## src/rtl/rr_mux2_arbiter.sv

```systemverilog
// Two-input valid/ready arbiter with round-robin fairness feeding a single
// registered output stage; the select that chose each word travels with it.
module rr_mux2_arbiter #(
    parameter int WIDTH = 8
) (
    input  logic             clk,
    input  logic             rst_n,
    input  logic [WIDTH-1:0] in0_data,
    input  logic             in0_valid,
    output logic             in0_ready,
    input  logic [WIDTH-1:0] in1_data,
    input  logic             in1_valid,
    output logic             in1_ready,
    output logic [WIDTH-1:0] out_data,
    output logic             out_valid,
    input  logic             out_ready,
    output logic             out_sel,
    output logic             last_grant
);

    logic load;
    logic have_grant;
    logic grant;

    // On a tie the channel that did not win last time goes first.
    always_comb begin
        have_grant = in0_valid || in1_valid;
        grant      = 1'b0;
        if (in0_valid && in1_valid) begin
            grant = ~last_grant;
        end else if (in1_valid) begin
            grant = 1'b1;
        end
    end

    assign load = !out_valid || out_ready;

    // Readies are gated by rst_n so no producer sees an accept while in reset.
    assign in0_ready = rst_n && load && have_grant && !grant && in0_valid;
    assign in1_ready = rst_n && load && have_grant &&  grant && in1_valid;

    // NOTE: state registers use non-blocking assignments so every flop samples
    // pre-edge values; the data register is reset because a cleared word is
    // part of the block's visible reset state.
    always_ff @(posedge clk or negedge rst_n) begin
        if (!rst_n) begin
            out_data   <= '0;
            out_valid  <= 1'b0;
            out_sel    <= 1'b0;
            last_grant <= 1'b1;
        end else if (load) begin
            if (have_grant) begin
                out_data   <= grant ? in1_data : in0_data;
                out_sel    <= grant;
                out_valid  <= 1'b1;
                last_grant <= grant;
            end else begin
                out_valid  <= 1'b0;
            end
        end
    end

endmodule

```

## config.mk

```make
export PLATFORM = sky130hd
export DESIGN_NAME = rr_mux2_arbiter
export DESIGN_NICKNAME = d
export VERILOG_FILES = /design/src/rtl/rr_mux2_arbiter.sv
export SDC_FILE = /design/constraint.sdc
export NUM_CORES = 1
export LEC_CHECK = 0
export ABC_CLOCK_PERIOD_IN_PS = 2400
export BUFFER_PORTS_ARGS = -buffer_cell sky130_fd_sc_hd__buf_2
export CORE_AREA = 8 8 45 47
export DETAILED_ROUTE_END_ITERATION = 10
export DIE_AREA = 0 0 53 55
export PLACE_DENSITY_LB_ADDON = 0.12
export SLEW_MARGIN = 20
export SYNTH_ARGS = -nofsm -noshare
export SYNTH_HDL_FRONTEND = slang
export SYNTH_SLANG_ARGS = --single-unit
export TNS_END_PERCENT = 20
```

## constraint.sdc

```tcl
create_clock -name clk -period 2.4 [get_ports clk]
set_clock_uncertainty 0.2 [all_clocks]
set_input_delay 0.48 -clock clk [delete_from_list [all_inputs] [get_ports clk]]
set_output_delay 0.48 -clock clk [all_outputs]
set_load 0.05 [all_outputs]
```

# Word level (Yosys, flattened, before mapping)
# Cells that the tools add are included.
# word_totals
output_inout_bits	13
regBits	11
# op_classes
mux	4
reduce_logical	12
bitwise	1
# ops
operator	n
2-to-1 mux 8 bit	1
logical AND 1 bit	7
2-to-1 mux 1 bit	3
logical NOT 1 bit	2
logical OR 1 bit	2
AND reduction 2 bit	1
NOT 1 bit	1

# Depth between registers and ports, before layout
# Gate-level depths: netlist (run 1).
# logic_depth
word_depth	6
mapped_depth	5
mapped_depth_nobuf	3

# Least setup slack after synthesis (run 1)
# No wires, ideal clock.
# synth_path
path_kind	register to output
from	reg out_valid
to	out in0_ready
arrival_time_ps	1819
path_stages_with_launch	5
slack_ps	-99
path_buffers	1
cell_sequence	dfrtp_1 > nand2b_1 > clkbuf_1 > nand3_1 > nor2_1
# synth_via
elab_chain_len	6
# synth_rtl
element	line	source
start, declared	15	output logic out_valid,
start signal, assigned	48	out_valid <= 1'b0;
start signal, assigned	55	out_valid <= 1'b1;
start signal, assigned	58	out_valid <= 1'b0;
logical NOT 1 bit	36	assign load = !out_valid || out_ready;
logical OR 1 bit	36	
logical AND 1 bit (4 in series)	39	assign in0_ready = rst_n && load && have_grant && !grant && in0_valid;
end, declared	10	output logic in0_ready,
# Every way passes these cells.

# Worst setup path after layout (run 1)
# layout_path
from	in rst_n
to	out in0_ready
# layout_via
elab_chain_len	4
# layout_rtl
element	line	source
start, declared	7	input logic rst_n,
logical AND 1 bit (4 in series)	39	
# Every way passes these cells.

==> flow_summary.toml, run 1 <==
[synth]
synth.area.top_cells = "dfrtp_1 (45%), nand2_1 (12%), a31oi_1 (9.1%), a21oi_1 (8.2%), dfstp_2 (4.8%)"
syn_area_per_cell_um2 = 8.90
synth_cell_types = 20
post-synth-top-area-cell = "dfrtp_1"
syn_inst = 62
synth_ff_type = "dfrtp_1"
synth_top_area_frac = 0.454
synthesis.nets = 83
ys_seq_elements = 11
yosysSeqAreaShare = 0.501
yosys_warnings = 0
syn_area_um2 = 552
synth_edf_count = 0
yosysMostFrequentCell = "nand2_1"
synth_commonest_cells = "nand2_1 (17), dfrtp_1 (10), a21oi_1 (9)"
synth_async_sr_flop_share = 1.00

[grt]
grt_pass1_wl_um = 2590
first_global_vias = 566
track_usage = 0.119
antenna_found_initial = 0
grt_max_degree = 11
overflow = 0

[hold_path]
whs_endpoint = "last_grant"
hp-class = "input pin to register"
whs_path_depth = 2
hp-start = "in0_valid"

[pwr]
p_int_uw = 348
clockPowerShare = 0.209
switching_share = 0.424
p_sw_uw = 256
power_leakage_uw = 0.000381
p_total_uw = 604
p_per_area_nw_per_um2 = 788
seqPwrFrac = 0.390
ir_worst_vdd_mv = 0.388
comb_power_share = 0.401

[sta]
setup_viol = 0
drv_slew = 0
rsz0062_at_grt = "false"
min_period_over_period = 0.936
hold_viol = 0
max_freq_ghz = 0.445
tightestPinTransition_ns = 0.470
slew_headroom = 0.686
finalSetupTns_ns = 0
finalCriticalPeriod_ns = 2.25

[setup_path]
cp_cell_sequence = "dlygate4sd3_1 > buf_2 > nand3_1 > nor2_2 > buf_2"
r2r_setup_slack_ns = 0.96
crit_path_start_kind = "input pin"
timing.rr.end = "out_data[5]"
end_kind = "primary output"
crit_type = "input pin to primary output"
crit_top_cell = "buf_2"
worst_path_largest_cell_delay_ns = 0.52
critPathRequiredTime_ns = 1.72
slowest_stage = "dlygate4sd3_1"
path_delay_family = "buffers and inverters"
critical_path_buf_inv_count = 3
arrival_ns = 1.57
cp_max_fo = 4
r2r-start = "out_valid"
ff2ff_path_depth = 4

[route]
ant_nets = 0
vias_per_cell = 4.90
route.detailed.drc = 0
vias = 559
firstDrtPassIters = 4
drt_wl_total_um = 1590
drtIter0Drc = 3
wl_per_cell_um = 14.0

[clocking]
clk_pin_slew_ns = 0.07
h-tree-depth = 1
cts_made_buffers = 3
root_buffer = "clkbuf_4"
cts_tree = "yes"
ctsResizeCount = 0
clk_latency_ns = 0.26
cts_buffer_depth = 2
clock_sinks = 11
cts_setup_buffers = 0

[cells_and_area]
area_growth_syn_to_layout_pct = 38.8
fin_nets = 120
drive_above_1_share = 0.439
final_cells = 114
fin_util = 0.553
diodes = 0

[die]
die_w_um = 53
rows = 14
num_io_pins = 34
fp.dieH_um = 55
die-area_um2 = 2920
core-area_um2 = 1380
initial_core_util = 0.399

[place]
hpwl_um = 1210
dp_cells = 108
port_buffers = 33
gp_congestion = 0.757

[status]
outcome = "finished, final reports clean"

[job]
cap_violations = 0
## layout make-up
| class | instances | area [um^2] |
|---|---|---|
| multi-input combinational | 45 | 239 |
| sequential | 11 | 277 |
| tap | 16 | 20.0 |
| timing repair buffer | 37 | 200 |
| clock buffer | 4 | 26.3 |
| inverter | 1 | 3.75 |
| fill | 138 | 618 |
## routing by layer
layer,vias to the layer above,global-route usage,share of wire
li1,284,-,-
met1,254,0.150,0.46
met2,19,0.172,0.46
met3,2,0.0428,0.075
met4,0,0.0647,0.0057
met5,-,0,0
## flip-flops by register name, indices dropped and copies added (netlist names)
name        count
out_data        8
out_sel         1
out_valid       1
last_grant      1
## layout by cell type (no fill, tap or decap), drive strengths merged
cell and instances:
a21bo 1, a21boi 1, a21oi 9, a31oi 9, and2 1, and3 1
buf 35, clkbuf 4, dfrtp 10, dfstp 1, dlygate4sd3 2, inv 1
nand2 17, nand2b 2, nand3 1, nor2 1, o21ai 1, or2 1
## how the worst max path moves through the flow
| stage | from | cells after the start | to | slack, ns |
|---|---|---|---|---|
| CTS | rst_n | 5 | in0_ready | 0.15 |
| detailed placement | in0_valid | 5 | in0_ready | 0.42 |
| floorplan | out_valid | 4 | in0_ready | 0.11 |
| finish | rst_n | 5 | in0_ready | 0.15 |
| global route | rst_n | 5 | in0_ready | 0.09 |
| global placement | out_ready | 4 | in1_ready | 0.44 |
## power by group through the flow
stage	clock, uW	sequential (uW)	combinational [uW]
6_report	126	235	242
5_1_grt	141	240	260
4_1_cts	130	235	246
3_5_place_dp	0	238	243
3_3_place_gp	0	238	241
2_1_floorplan	0	345	70.4
## timing repair
item                                   in CTS  in global routing
hold buffers                                2                  0
setup endpoints to repair                   0                  0
endpoints found under the hold margin      10                  0
## metrics by stage
stage          cell area, um^2  hold WS (ns)  setup WS, ns
6_report                   766         0.214         0.153
5_1_grt                    766         0.216        0.0856
4_1_cts                    766         0.206         0.154
3_5_place_dp               719         0.177         0.423
3_3_place_gp               719         0.173         0.439
2_1_floorplan              554       -0.0156         0.110
## kinds of logic after synthesis
group                  count (synthesis)  synth area share
buffers and inverters                  6            0.0703
flip-flops                            11             0.501
AO/OA/AOI/OAI                         21             0.236
AND/OR/NAND/NOR                       24             0.193
Power figures use the tool's default switching activity.
==> inputs of run 2 (changes only) <==
Settings changed: ABC_CLOCK_PERIOD_IN_PS 2400 to 2700.
Clock period 2.4 ns to 2.7 ns, I/O delays scaled along.
==> flow_summary.toml, run 2 (synthesized netlist as in run 1, its figures left out) <==
[status]
outcome = "finished, final reports clean"

[grt]
antenna_found_initial = 0
first_global_vias = 587
grt_pass1_wl_um = 2550
track_usage = 0.120
overflow = 0
grt_max_degree = 14

[sta]
rsz0062_at_grt = "false"
finalCriticalPeriod_ns = 2.55
drv_slew = 0
hold_viol = 0
max_freq_ghz = 0.393
setup_ws_ns = 0.152
tightestPinTransition_ns = 0.346
setup_viol = 0
slew_headroom = 0.769
whs_ns = 0.264
min_period_over_period = 0.944
finalSetupTns_ns = 0

[die]
initial_core_util = 0.399
num_io_pins = 34
core-area_um2 = 1380
die-area_um2 = 2920
die_w_um = 53
rows = 14
fp.dieH_um = 55

[setup_path]
critPathRequiredTime_ns = 1.96
arrival_ns = 1.81
ff2ff_path_depth = 4
cp_max_fo = 13
r2r_setup_slack_ns = 1.27
crit_type = "input pin to primary output"
cp_cell_sequence = "dlygate4sd3_1 > buf_2 > nand3_1 > nor2_1 > buf_2"
timing.rr.end = "out_data[5]"
r2r-start = "out_valid"
worst_path_largest_cell_delay_ns = 0.52
crit_path_start_kind = "input pin"
slowest_stage = "dlygate4sd3_1"
end_kind = "primary output"
crit_top_cell = "buf_2"

[place]
port_buffers = 33
dpl-instance-area_um2 = 717
post-place-ws_ns = 0.563
gp_congestion = 0.696

[route]
dr_wl_met2_um = 751
drtIter0Drc = 5
wl_met3_um = 126
vias = 556
top_layer = "met4"
firstDrtPassIters = 2
wl_per_cell_um = 14.1
route.detailed.drc = 0
vias_per_cell = 4.92
drt_wl_total_um = 1600
wl_met1_um = 691
ant_nets = 0

[cells_and_area]
final_common_cell = "buf_2"
drive_above_1_share = 0.433
ff_latch_area_um2 = 277
area_growth_syn_to_layout_pct = 36.5
multi_input_area_um2 = 236
largest_reg_flops = 8
final_cell_mix = "buf_2 (33), nand2_1 (17), dfrtp_1 (10), a21oi_1 (9), a31oi_1 (8)"
fin_nets = 119
fillerInstances = 141
diodes = 0
largest_register = "out_data"
design_area_um2 = 753

[pwr]
p_total_uw = 538
ir_worst_vdd_mv = 0.337
power_leakage_uw = 0.000378
p_per_area_nw_per_um2 = 715

[clocking]
cts_setup_buffers = 0
cts_made_buffers = 3
cts_buffer_depth = 2
h-tree-depth = 1
root_buffer = "clkbuf_4"
ctsResizeCount = 0
cts_hold_buf = 1
clk_latency_ns = 0.27
cts_tree = "yes"
clk_pin_slew_ns = 0.08
clock_sinks = 11

[hold_path]
whs_path_depth = 2
hp-class = "input pin to register"
hp-start = "in0_valid"
whs_endpoint = "last_grant"

[job]
cap_violations = 0
run 2: final cells by class:
class / count / share of cell area
sequential: 11 / 0.367
timing repair buffer: 36 / 0.252
multi-input combinational: 45 / 0.314
clock buffer: 4 / 0.0349
tap: 16 / 0.0266
inverter: 1 / 0.00498
run 2: report_power, final:
group / internal [uW] / switching, uW
Sequential: 193 / 14.9
Combinational: 57.5 / 156
Clock: 57.2 / 59.1
Total: 308 / 230
run 2: per-layer routing:
metal	vias up	global-route usage
met5	-	0
met4	0	0.103
met3	2	0.0374
met2	21	0.184
met1	251	0.134
li1	282	-
run 2: worst max-delay path by stage:
stage | to | slack, ns | from | depth (start not counted)
2_1_floorplan | in0_ready | 0.14 | out_valid | 4
3_3_place_gp | in0_ready | 0.62 | in0_valid | 5
3_5_place_dp | in0_ready | 0.56 | in0_valid | 5
4_1_cts | in0_ready | 0.11 | rst_n | 5
5_1_grt | in0_ready | 0.03 | rst_n | 5
6_report | in0_ready | 0.15 | rst_n | 5
run 2: through the flow:
stage,std cells,util
final,113,0.544
after global routing,113,0.544
after detailed placement,108,0.518
after floorplan,62,-
after CTS,113,0.544
after global placement,108,0.518
run 2: critical path: cells and delay by family:
family / cells / cell delay (ns)
buf+inv: 3 / 1.07
simple gates: 2 / 0.20
==> inputs of run 3 (changes only) <==
Settings changed: ABC_AREA set to 1, CORE_AREA 8 8 45 47 to unset, CORE_MARGIN set to 8, CORE_UTILIZATION set to 30, DIE_AREA 0 0 53 55 to unset.
==> flow_summary.toml, run 3 <==
[sta]
min_period_over_period = 0.946
max_freq_ghz = 0.391
drv_slew = 0
setup_ws_ns = 0.145
finalSetupTns_ns = 0
tightestPinTransition_ns = 0.252
finalCriticalPeriod_ns = 2.56
slew_headroom = 0.833
rsz0062_at_grt = "false"
whs_ns = 0.268
setup_viol = 0
hold_viol = 0

[clocking]
cts_made_buffers = 3
root_buffer = "clkbuf_4"
clk_pin_slew_ns = 0.07
cts_buffer_depth = 2
h-tree-depth = 1
cts_setup_buffers = 0
clk_latency_ns = 0.27
cts_tree = "yes"
clock_sinks = 11

[route]
wl_per_cell_um = 10.9
drtIter0Drc = 13
route.detailed.drc = 0
ant_nets = 0
vias = 628
vias_per_cell = 4.16
firstDrtPassIters = 4
drt_wl_total_um = 1650

[cells_and_area]
design_area_um2 = 871
diodes = 0
area_growth_syn_to_layout_pct = 35.1
fin_util = 0.435
drive_above_1_share = 0.363
final_cell_mix = "buf_2 (32), nand2_1 (31), inv_1 (19), nand3_1 (16), dfrtp_1 (10)"
fin_nets = 146
largest_reg_flops = 8
largest_register = "out_data"
final_common_cell = "buf_2"

[synth]
synth.area.top_cells = "dfrtp_1 (39%), nand2_1 (18%), nand3_1 (12%), inv_1 (11%), dfstp_2 (4.1%)"
synth_commonest_cells = "nand2_1 (31), inv_1 (19), nand3_1 (16)"
yosys_warnings = 0
ys_seq_elements = 11
synth_async_sr_flop_share = 1.00
synth_edf_count = 0
post-synth-top-area-cell = "dfrtp_1"
synthesis.nets = 108
synth_top_area_frac = 0.388
yosysSeqAreaShare = 0.429
synth_ff_type = "dfrtp_1"
synth_cell_types = 13
syn_area_um2 = 644
syn_area_per_cell_um2 = 7.41
yosysMostFrequentCell = "nand2_1"
syn_inst = 87

[hold_path]
hp-class = "register to register"
whs_path_depth = 2
hp-start = "out_sel"
whs_endpoint = "out_sel"

[place]
gp_congestion = 0.771
post-place-ws_ns = 0.554
dpl-instance-area_um2 = 832
port_buffers = 33
hpwl_um = 1330

[setup_path]
end_kind = "primary output"
worst_path_largest_cell_delay_ns = 0.52
slowest_stage = "dlygate4sd3_1"
ff2ff_path_depth = 5
startpoint = "rst_n"
crit_type = "input pin to primary output"
timing.rr.end = "out_data[6]"
r2r-start = "last_grant"
cp_max_fo = 13
critPathRequiredTime_ns = 1.96
crit_path_start_kind = "input pin"
r2r_setup_slack_ns = 1.40
path_delay_family = "buffers and inverters"
critical_path_buf_inv_count = 3
cp_cell_sequence = "dlygate4sd3_1 > clkbuf_4 > nand2_1 > nor3_2 > buf_2"
arrival_ns = 1.82

[grt]
grt_max_degree = 14
first_global_vias = 693
grt_pass1_wl_um = 2970
track_usage = 0.0934
overflow = 0
antenna_found_initial = 0

[pwr]
power_leakage_uw = 0.000548
p_per_area_nw_per_um2 = 604
ir_worst_vdd_mv = 0.241

[die]
fp.dieH_um = 62.3
num_io_pins = 34
rows = 16
die-area_um2 = 3890
core-area_um2 = 2000
die_w_um = 62.3
initial_core_util = 0.322

[job]
cap_violations = 0

[status]
outcome = "finished, final reports clean"
run 3: cell types whose count changed after synthesis, moves of 2 or more:
cell / before / now
nand2_1: 17 / 31
inv_1: 1 / 19
nand2b_1: 2 / 0
nor2_4: 0 / 2
nand3_1: 1 / 16
nand2_4: 0 / 2
a31oi_1: 8 / 0
a21oi_1: 9 / 0
run 3: worst max-delay path by stage:
stage,to,cells after the start,slack (ns)
global placement,in1_ready,7,0.57
global route,in0_ready,5,0.07
finish,in0_ready,5,0.14
detailed placement,in1_ready,7,0.55
CTS,in0_ready,5,0.04
floorplan,in0_ready,4,0.37
run 3: worst min-delay path: cells and delay by family, from the launching register on:
| kind | cells | cell delay (ns) |
|---|---|---|
| flip-flops | 1 | 0.34 |
| AND/OR/NAND/NOR | 2 | 0.09 |
run 3: kinds of logic (layout without fill, tap and decap cells):
group / after synthesis / count (layout) / share of synthesized area
and+or+nand+nor: 54 / 54 / 0.427
DFF: 11 / 11 / 0.429
buffers and inverters: 22 / 59 / 0.144
run 3: per-layer routing:
layer  up-vias  global-route usage  wire length (um)
li1        333                   -                 -
met1       273              0.0994               747
met2        20               0.151               765
met3         2              0.0305               113
met4         0              0.0684                27
met5         -                   0                 0
run 3: area by class of cell:
| cell class | instances | area, um^2 |
|---|---|---|
| fill | 232 | 1130 |
| sequential | 11 | 277 |
| multi-input combinational | 54 | 275 |
| timing repair buffer | 34 | 178 |
| inverter | 21 | 81.3 |
| tap | 27 | 33.8 |
| clock buffer | 4 | 26.3 |
run 3: stage by stage:
step	std cells	total power, uW
global placement	146	416
CTS	151	538
finish	151	526
floorplan	87	359
detailed placement	146	418
global route	151	561
run 3: timing repair:
action	CTS	global route
setup endpoints to repair	0	1
hold buffers	1	0
endpoints found under the hold margin	10	0
resized for setup	0	1
run 3: report_power, final:
group | internal (uW) | switching (uW) | leakage, uW
Combinational | 53.4 | 155 | 0.000404
Clock | 57.2 | 56.5 | 0.0000150
Sequential | 191 | 13.2 | 0.000129
